--- config.mk ---
export PLATFORM = sky130hd
export DESIGN_NAME = wf_inflight_tracker
export DESIGN_NICKNAME = d
export VERILOG_FILES = /design/src/rtl/wf_inflight_tracker.sv
export SDC_FILE = /design/constraint.sdc
export NUM_CORES = 2
export LEC_CHECK = 0
export ABC_AREA = 1
export ABC_CLOCK_PERIOD_IN_PS = 48300
export CAP_MARGIN = 0
export CORE_ASPECT_RATIO = 2
export CORE_MARGIN = 4
export CORE_UTILIZATION = 45
export DETAILED_ROUTE_END_ITERATION = 10
export HOLD_SLACK_MARGIN = 0.15
export SYNTH_ARGS = -nofsm -noshare
export SYNTH_HDL_FRONTEND = slang
export SYNTH_SLANG_ARGS = --single-unit
--- constraint.sdc ---
create_clock -name clk -period 48.3 [get_ports clk]
set_input_delay 7.245 -clock clk [delete_from_list [all_inputs] [get_ports clk]]
set_output_delay 7.245 -clock clk [all_outputs]
set_load 0.05 [all_outputs]
--- src/rtl/wf_inflight_tracker.sv ---
// Per-wavefront in-flight instruction counters with busy/full flags, a running
// total, and a single registered error report per cycle.
module wf_inflight_tracker #(
    parameter int NUM_WF = 40,
    parameter int CNT_W  = 4
) (
    input  logic              clk,
    input  logic              rst,
    input  logic              issue_valid,
    input  logic [5:0]        issue_wfid,
    input  logic              done_valid,
    input  logic [5:0]        done_wfid,
    input  logic              clear_valid,
    input  logic [5:0]        clear_wfid,
    output logic [NUM_WF-1:0] wf_busy,
    output logic [NUM_WF-1:0] wf_full,
    output logic [9:0]        total_inflight,
    output logic              err_valid,
    output logic [1:0]        err_code,
    output logic [5:0]        err_wfid
);

    localparam logic [6:0]       NUM_WF_L = 7'(NUM_WF);
    localparam logic [CNT_W-1:0] CNT_ZERO = {CNT_W{1'b0}};
    localparam logic [CNT_W-1:0] CNT_ONE  = {{(CNT_W-1){1'b0}}, 1'b1};
    localparam logic [CNT_W-1:0] CNT_MAX  = {CNT_W{1'b1}};
    localparam logic [1:0]       ERR_NONE = 2'd0;
    localparam logic [1:0]       ERR_UNF  = 2'd1;
    localparam logic [1:0]       ERR_OVF  = 2'd2;
    localparam logic [1:0]       ERR_BAD  = 2'd3;

    logic [CNT_W-1:0]  cnt_r     [NUM_WF];
    logic [CNT_W-1:0]  cnt_nxt_s [NUM_WF];
    logic [9:0]        total_r;
    logic [9:0]        total_nxt_s;
    logic [9:0]        tot_add_s;
    logic [9:0]        tot_sub_s;
    logic              issue_ok_s, done_ok_s, clear_ok_s;
    logic              issue_bad_s, done_bad_s, clear_bad_s;
    logic [NUM_WF-1:0] issue_hit_s, done_hit_s, clear_hit_s;
    logic              ovf_s, unf_s;
    logic              err_valid_nxt_s;
    logic [1:0]        err_code_nxt_s;
    logic [5:0]        err_wfid_nxt_s;

    // Qualify each event; wfids are only looked at when their valid is set.
    always_comb begin
        issue_ok_s  = 1'b0;
        issue_bad_s = 1'b0;
        done_ok_s   = 1'b0;
        done_bad_s  = 1'b0;
        clear_ok_s  = 1'b0;
        clear_bad_s = 1'b0;
        if (issue_valid) begin
            issue_ok_s  = ({1'b0, issue_wfid} < NUM_WF_L);
            issue_bad_s = !({1'b0, issue_wfid} < NUM_WF_L);
        end else begin
            issue_ok_s  = 1'b0;
        end
        if (done_valid) begin
            done_ok_s  = ({1'b0, done_wfid} < NUM_WF_L);
            done_bad_s = !({1'b0, done_wfid} < NUM_WF_L);
        end else begin
            done_ok_s  = 1'b0;
        end
        if (clear_valid) begin
            clear_ok_s  = ({1'b0, clear_wfid} < NUM_WF_L);
            clear_bad_s = !({1'b0, clear_wfid} < NUM_WF_L);
        end else begin
            clear_ok_s  = 1'b0;
        end
    end

    // One-hot decode of each legal event onto the slot it targets.
    always_comb begin
        issue_hit_s = {NUM_WF{1'b0}};
        done_hit_s  = {NUM_WF{1'b0}};
        clear_hit_s = {NUM_WF{1'b0}};
        for (int n = 0; n < NUM_WF; n++) begin
            issue_hit_s[n] = issue_ok_s && (issue_wfid == 6'(n));
            done_hit_s[n]  = done_ok_s  && (done_wfid  == 6'(n));
            clear_hit_s[n] = clear_ok_s && (clear_wfid == 6'(n));
        end
    end

    // Per-slot next count; clear wins, and a matched issue+done cancels out.
    always_comb begin
        tot_add_s = 10'd0;
        tot_sub_s = 10'd0;
        ovf_s     = 1'b0;
        unf_s     = 1'b0;
        for (int n = 0; n < NUM_WF; n++) begin
            cnt_nxt_s[n] = cnt_r[n];
            if (clear_hit_s[n]) begin
                tot_sub_s = tot_sub_s + {{(10-CNT_W){1'b0}}, cnt_r[n]};
                if (issue_hit_s[n]) begin
                    cnt_nxt_s[n] = CNT_ONE;
                    tot_add_s    = tot_add_s + 10'd1;
                end else begin
                    cnt_nxt_s[n] = CNT_ZERO;
                end
            end else if (issue_hit_s[n] && done_hit_s[n]) begin
                cnt_nxt_s[n] = cnt_r[n];
            end else if (issue_hit_s[n]) begin
                if (cnt_r[n] == CNT_MAX) begin
                    ovf_s = 1'b1;
                end else begin
                    cnt_nxt_s[n] = cnt_r[n] + CNT_ONE;
                    tot_add_s    = tot_add_s + 10'd1;
                end
            end else if (done_hit_s[n]) begin
                if (cnt_r[n] == CNT_ZERO) begin
                    unf_s = 1'b1;
                end else begin
                    cnt_nxt_s[n] = cnt_r[n] - CNT_ONE;
                    tot_sub_s    = tot_sub_s + 10'd1;
                end
            end else begin
                cnt_nxt_s[n] = cnt_r[n];
            end
        end
        total_nxt_s = total_r + tot_add_s - tot_sub_s;
    end

    // Pick the single error to report: bad wfid, then underflow, then overflow.
    always_comb begin
        err_valid_nxt_s = 1'b0;
        err_code_nxt_s  = ERR_NONE;
        err_wfid_nxt_s  = 6'd0;
        if (issue_bad_s) begin
            err_valid_nxt_s = 1'b1;
            err_code_nxt_s  = ERR_BAD;
            err_wfid_nxt_s  = issue_wfid;
        end else if (done_bad_s) begin
            err_valid_nxt_s = 1'b1;
            err_code_nxt_s  = ERR_BAD;
            err_wfid_nxt_s  = done_wfid;
        end else if (clear_bad_s) begin
            err_valid_nxt_s = 1'b1;
            err_code_nxt_s  = ERR_BAD;
            err_wfid_nxt_s  = clear_wfid;
        end else if (unf_s) begin
            err_valid_nxt_s = 1'b1;
            err_code_nxt_s  = ERR_UNF;
            err_wfid_nxt_s  = done_wfid;
        end else if (ovf_s) begin
            err_valid_nxt_s = 1'b1;
            err_code_nxt_s  = ERR_OVF;
            err_wfid_nxt_s  = issue_wfid;
        end else begin
            err_valid_nxt_s = 1'b0;
        end
    end

    // State and output registers with synchronous reset.
    always_ff @(posedge clk) begin
        if (rst) begin
            for (int n = 0; n < NUM_WF; n++) begin
                cnt_r[n] <= CNT_ZERO;
            end
            wf_busy   <= {NUM_WF{1'b0}};
            wf_full   <= {NUM_WF{1'b0}};
            total_r   <= 10'd0;
            err_valid <= 1'b0;
            err_code  <= ERR_NONE;
            err_wfid  <= 6'd0;
        end else begin
            for (int n = 0; n < NUM_WF; n++) begin
                cnt_r[n]   <= cnt_nxt_s[n];
                wf_busy[n] <= (cnt_nxt_s[n] != CNT_ZERO);
                wf_full[n] <= (cnt_nxt_s[n] == CNT_MAX);
            end
            total_r   <= total_nxt_s;
            err_valid <= err_valid_nxt_s;
            err_code  <= err_code_nxt_s;
            err_wfid  <= err_wfid_nxt_s;
        end
    end

    assign total_inflight = total_r;

endmodule

* Yosys cells after proc, flatten, opt, wreduce, memory -nomap -nowiden *
Memory sizes are Yosys's and may differ from the RTL's.
Cells that the tools add are included.

storage, ports and cells
  logic and storage cells = 1,796
  memories = 1
  bits in writable memories = 160
  input bits = 23
  flip-flop bits (word level) = 99
  output and inout bits = 99

memories
  memory  depth  width  read ports  clocked after memory_dff  wr ports  line  text
  cnt_r   40     4      40          0                         40        32    logic [CNT_W-1:0] cnt_r [NUM_WF];

cells by class
  $lt $le $gt $ge = 3
  add/subtract/negate cells = 199
  reductions and logical operators = 246
  equal/unequal tests = 197
  bitwise operators = 40
  multiplexer cells = 1,104

operator list
  kind                   count
  $mux 10                391
  $mux 4                 281
  $add 10x1->10 const B  78
  $mux 1                 422
  $add 10x4->10          39
  $eq 4x4->1 const B     80
  $eq 6x5->1 const B     48
  $add 4x1->4 const B    40
  $logic_and 1x1->1      160
  $logic_not 4->1        40
  $reduce_bool 4->1      40
  $sub 4x1->4 const B    40
  $eq 6x4->1 const B     24
  $eq 6x6->1 const B     24
  $eq 6x3->1 const B     12
  $or 1x1->1             40
  $eq 6x2->1 const B     6
  $mux 6                 5
  $eq 6x1->1 const B     3
  $logic_not 6->1        3
  $lt 6x6->1 const B     3
  $add 10x10->10         1
  $mux 2                 5
  $sub 10x10->10         1
  $logic_not 1->1        3

* Longest topological paths before layout *
  depth in word-level cells = 242
  gate-level depth with buffers = 236
  depth with buffers taken out = 236

* Least setup slack after synthesis *
No wires, ideal clock.

  kind = input -> register
  from = input port done_wfid[5]
  to = register total_r[9], in the netlist total_inflight[9]
  arrival = 41,189 ps
  library setup time = 131 ps
  slack = 6,980 ps
  buffers on the path = 0
  cell stages on the path = 184
  required time = 48,169 ps
  path through = inv_2 -> nand2_4 -> nor2_4 -> inv_4 -> nor2_4 -> nand4_1 -> o21ai_2 -> ha_1 -> inv_1 -> fa_1 -> o21ai_2 -> inv_4 -> fa_1 -> inv_1 -> o21ai_2 -> inv_1 -> fa_1 -> o21ai_1 -> [... 148 more ...] -> a21oi_2 -> fa_1 -> inv_1 -> ha_1 -> nand2_1 -> o21ai_0 -> nand2_1 -> inv_1 -> nor2_1 -> inv_1 -> a21oi_1 -> nor2_1 -> nor2_1 -> nor2_1 -> nor2_1 -> xnor2_1 -> nand2_1 -> nor3b_1

on the way
  cells in the longest elaborated chain, start to end = 242
  elaborated cells on any way between the ends = 637
  classes of those cells = add/sub: 119; order compare: 1; eq/ne: 39; mux: 397; reduce/logical: 81

ends and longest elaborated chain
  item                  line  text
  from (decl)           12    input logic [5:0] done_wfid,
  $lt 6x6->1            61    done_ok_s = ({1'b0, done_wfid} < NUM_WF_L);
  $mux 1                60    if (done_valid) begin
  $logic_and 1x1->1     81    done_hit_s[n] = done_ok_s && (done_wfid == 6'(n));
  $mux 1                111   end else if (done_hit_s[n]) begin
  $mux 1                104   end else if (issue_hit_s[n]) begin
  $mux 1                102   end else if (issue_hit_s[n] && done_hit_s[n]) begin
  $mux 4                94    if (clear_hit_s[n]) begin
  $add 10x1->10         116   tot_sub_s = tot_sub_s + 10'd1;
  [... 226 more ...]    n/a
  $mux 10               94
  $add 10x1->10         116
  $mux 10               112   if (cnt_r[n] == CNT_ZERO) begin
  $mux 10               111
  $mux 10               104
  $mux 10               102
  $mux 10               94
  $sub 10x10->10 *      122   total_nxt_s = total_r + tot_add_s - tot_sub_s;
  to (signal assigned)  173   total_r <= total_nxt_s;
  to (decl)             34    logic [9:0] total_r;

Every way passes the cells marked *; elsewhere a longest branch is shown, timed or not.
A chain may end at the register's enable or synchronous reset.

* Worst setup path after layout *
  from = input port issue_wfid[5]
  to = register total_r[9], in the netlist total_inflight[9]

on the way
  cells in the longest elaborated chain, start to end = 241
  elaborated cells on any way between the ends = 638
  classes of those cells = add/sub: 119; order compare: 1; eq/ne: 39; mux: 398; reduce/logical: 81

ends and longest elaborated chain
  item                                         line      text
  from (decl)                                  10        input logic [5:0] issue_wfid,
  $lt 6x6->1                                   55        issue_ok_s = ({1'b0, issue_wfid} < NUM_WF_L);
  $mux 1                                       54        if (issue_valid) begin
  $logic_and 1x1->1                            80        issue_hit_s[n] = issue_ok_s && (issue_wfid == 6'(n));
  $mux 1 or $logic_and 1x1->1 (tied branches)  104, 102
  $mux 1                                       102
  $mux 4                                       94
  $add 10x1->10                                116
  $mux 10                                      112
  [... 225 more ...]                           n/a
  $mux 10                                      94
  $add 10x1->10                                116
  $mux 10                                      112
  $mux 10                                      111
  $mux 10                                      104
  $mux 10                                      102
  $mux 10                                      94
  $sub 10x10->10 *                             122

Marked as above.

==> results.yml <==
detailed_routing:
  avgViaCountPerCell: 5.488
  routed_wl_um: 126200
  drt-initial-drc-count: 2187
  drc: 0
  vias: 36948
  ant_nets: 0
  drtPass1Iterations: 6
  wl_per_cell_um: 18.74
synth:
  synth.largest_area_cell: "dfxtp_1"
  synth_area_leaders: "dfxtp_1, ha_1, inv_1, nand2_1, nor2_1"
  yosysSeqAreaShare_pct: 14.85
  synth.yosys.warnings: 0
  synth_top_cells_by_count: "inv_1, nand2_1, nor2_1"
  yosys.area.top_type_share_pct: 14.85
  synthesis.area_um2: 34910
  synth-seq-cells: 259
  yosysMostFrequentCell: "inv_1"
  ys_types: 86
  synth-edff-count: 0
  async_flop_share_pct: 0
  syn_avg_cell_area_um2: 6.256
  postSynthCellCount: 5581
  synth_ff_type: "dfxtp_1"
timing:
  slew_headroom_pct: 19.27
  worst_clock_skew_ns: 0.02646
  tightest_slew_ns: 1.196
  hold_viol_final: 0
  setup-tns-final_ns: 0
  rsz0062_at_grt: "no"
  setup_violations: 0
  timing.final.crit_period_ns: 44.77
  max_clock_freq_ghz: 0.02234
  fin_crit_sh_pct: 92.69
  finalWorstSetupSlack_ns: 3.531
  hold-worst-slack_ns: 0.5598
  finalMaxSlewViolations: 0
power:
  power_mw: 0.6900
  power.switching_mw: 0.2502
  p_leak_nw: 18.32
  vdd_drop_max_uv: 28.90
  p_clk_share_pct: 37.7
  seqPwrFrac_pct: 33.9
  power.share.switching_pct: 36.27
  p_comb_share_pct: 28.4
  power-per-cell-area_nw_per_um2: 18.03
  power.internal_mw: 0.4398
flow_run:
  cap_violations: 0
global_route:
  first_global_vias: 36835
  grt_max_degree: 70
  antenna_found_initial: 0
  grt_use_total_pct: 29.63
  grt_overflow: 0
  grt_pass1_wl_um: 194300
cts:
  cts.sinks: 259
  holdBufCountCts: 0
  post-cts-setup-buffer-count: 0
  numCtsBuffers: 29
  root_buffer: "clkbuf_16"
  post_cts_resized: 0
  htree_levels: 1
  clock_path_buffers: 3
  cts.clk_slew.worst_paths_ns: 0.06
  clk_latency_ns: 0.64
  cts_tree: "built"
critical_path:
  arrival_ns: 45.25
  endpoint_kind: "flop"
  cp_data_required_time_ns: 48.78
  worst-setup-path-type: "in2reg"
  critPathTopFamily: "adder cells"
  path_buf_inv: 37
  path_max_fanout: 15
  cpMostUsedCell: "fa_1"
  critPathLaunchType: "input pin"
  worst_path_max_delay_cell: "fa_1"
  slowest_delay_ns: 0.55
placement:
  dp_hpwl_um: 105900
  pre_cts_ws_ns: 2.930
  gp_congestion: 1.010
  placedCellCount: 6678
  io_buffers: 121
  dpl_cell_area_um2: 37210
floorplanning:
  initial_core_util_pct: 45.38
  fp.dieW_um: 205.0
  core_area_um2: 76930
  fp.dieArea_um2: 82380
  rows: 144
  num_io_pins: 122
  die_h_um: 401.9
final_layout:
  fin_cells: 6732
  multi_input_area_um2: 25130
  fin_area_um2: 38270
  fillers: 8136
  synthToLayoutAreaGrowth_pct: 9.604
  utilization_pct: 49.74
  nets: 6083
  register_area_um2: 5185
  drive_gt1_share_pct: 8.425
outcome:
  status: "completed"
worst_hold_path:
  holdCritPathClass: "reg2reg"
area by class of cell:
cell class | count | area share [%]
Multi-Input combinational cell | 4139 | 65.67
Antenna cell | 1 | 0.006539
Timing Repair Buffer | 146 | 3.659
Clock buffer | 37 | 2.106
Inverter | 1112 | 11.01
Clock inverter | 16 | 0.6572
Tap cell | 1022 | 3.342
Sequential cell | 259 | 13.55
tightest hold or removal path, cell delays in order, from the launching register on:
cell,delay (ns)
dfxtp_1,0.33
nor2_1,0.12
nor3b_1,0.06
kinds of logic after synthesis:
| family | synth area share [%] |
|---|---|
| mux | 0.3441 |
| other cells | 0.02151 |
| fa+ha+maj | 14.40 |
| buf+inv | 13.28 |
| compound gates | 17.65 |
| simple gates | 33.23 |
| xor+xnor | 6.225 |
| flops | 14.85 |
state kept, by name (all words and copies together) (netlist names):
| name | count |
|---|---|
| err_wfid | 6 |
| err_valid | 1 |
| cnt_r | 160 |
| total_inflight | 10 |
| err_code | 2 |
| wf_full | 40 |
| wf_busy | 40 |
final timing paths:
check,startpoint,to,slack (ns),depth (start not counted)
setup / recovery,issue_wfid[5],total_inflight[9],3.53,186
hold / removal,total_inflight[9],total_inflight[9],0.56,2
setup reg to reg,cnt_r[0][1],total_inflight[9],10.23,186
hold reg to reg,total_inflight[9],total_inflight[9],0.56,2
per-layer routing:
metal	share of wire (%)	routed length, um	GRT usage (%)
met5	0	0	0
met4	9.2	11620	22.28
met3	4.3	5426	3.338
met2	52	66190	56.89
met1	34	42960	28.16
power groups by stage:
stage | clock (mW) | combinational, mW | sequential (mW)
floorplan | 0 | 0.116 | 0.260
global placement | 0 | 0.193 | 0.239
detailed placement | 0 | 0.195 | 0.238
CTS | 0.266 | 0.196 | 0.234
global route | 0.271 | 0.220 | 0.235
finish | 0.260 | 0.196 | 0.234
layout by cell type (no fill, tap or decap), types with 29 or more instances in the layout:
cell	n
nor3_1	69
a21oi_1	205
a41oi_1	43
o21ai_0	267
xnor2_1	65
inv_1	1042
nand4_1	54
nand2_2	124
fa_1	48
a31oi_1	43
or2_2	59
ha_1	325
inv_2	38
a211oi_1	31
o2111ai_1	45
o211ai_1	45
clkbuf_16	29
nand2_1	884
nand3_1	377
o221ai_1	29
nor4_1	51
clkdlybuf4s50_1	120
xor2_1	167
dfxtp_1	259
o41ai_1	35
nor2_1	840
(Power assumes the default switching activity.)
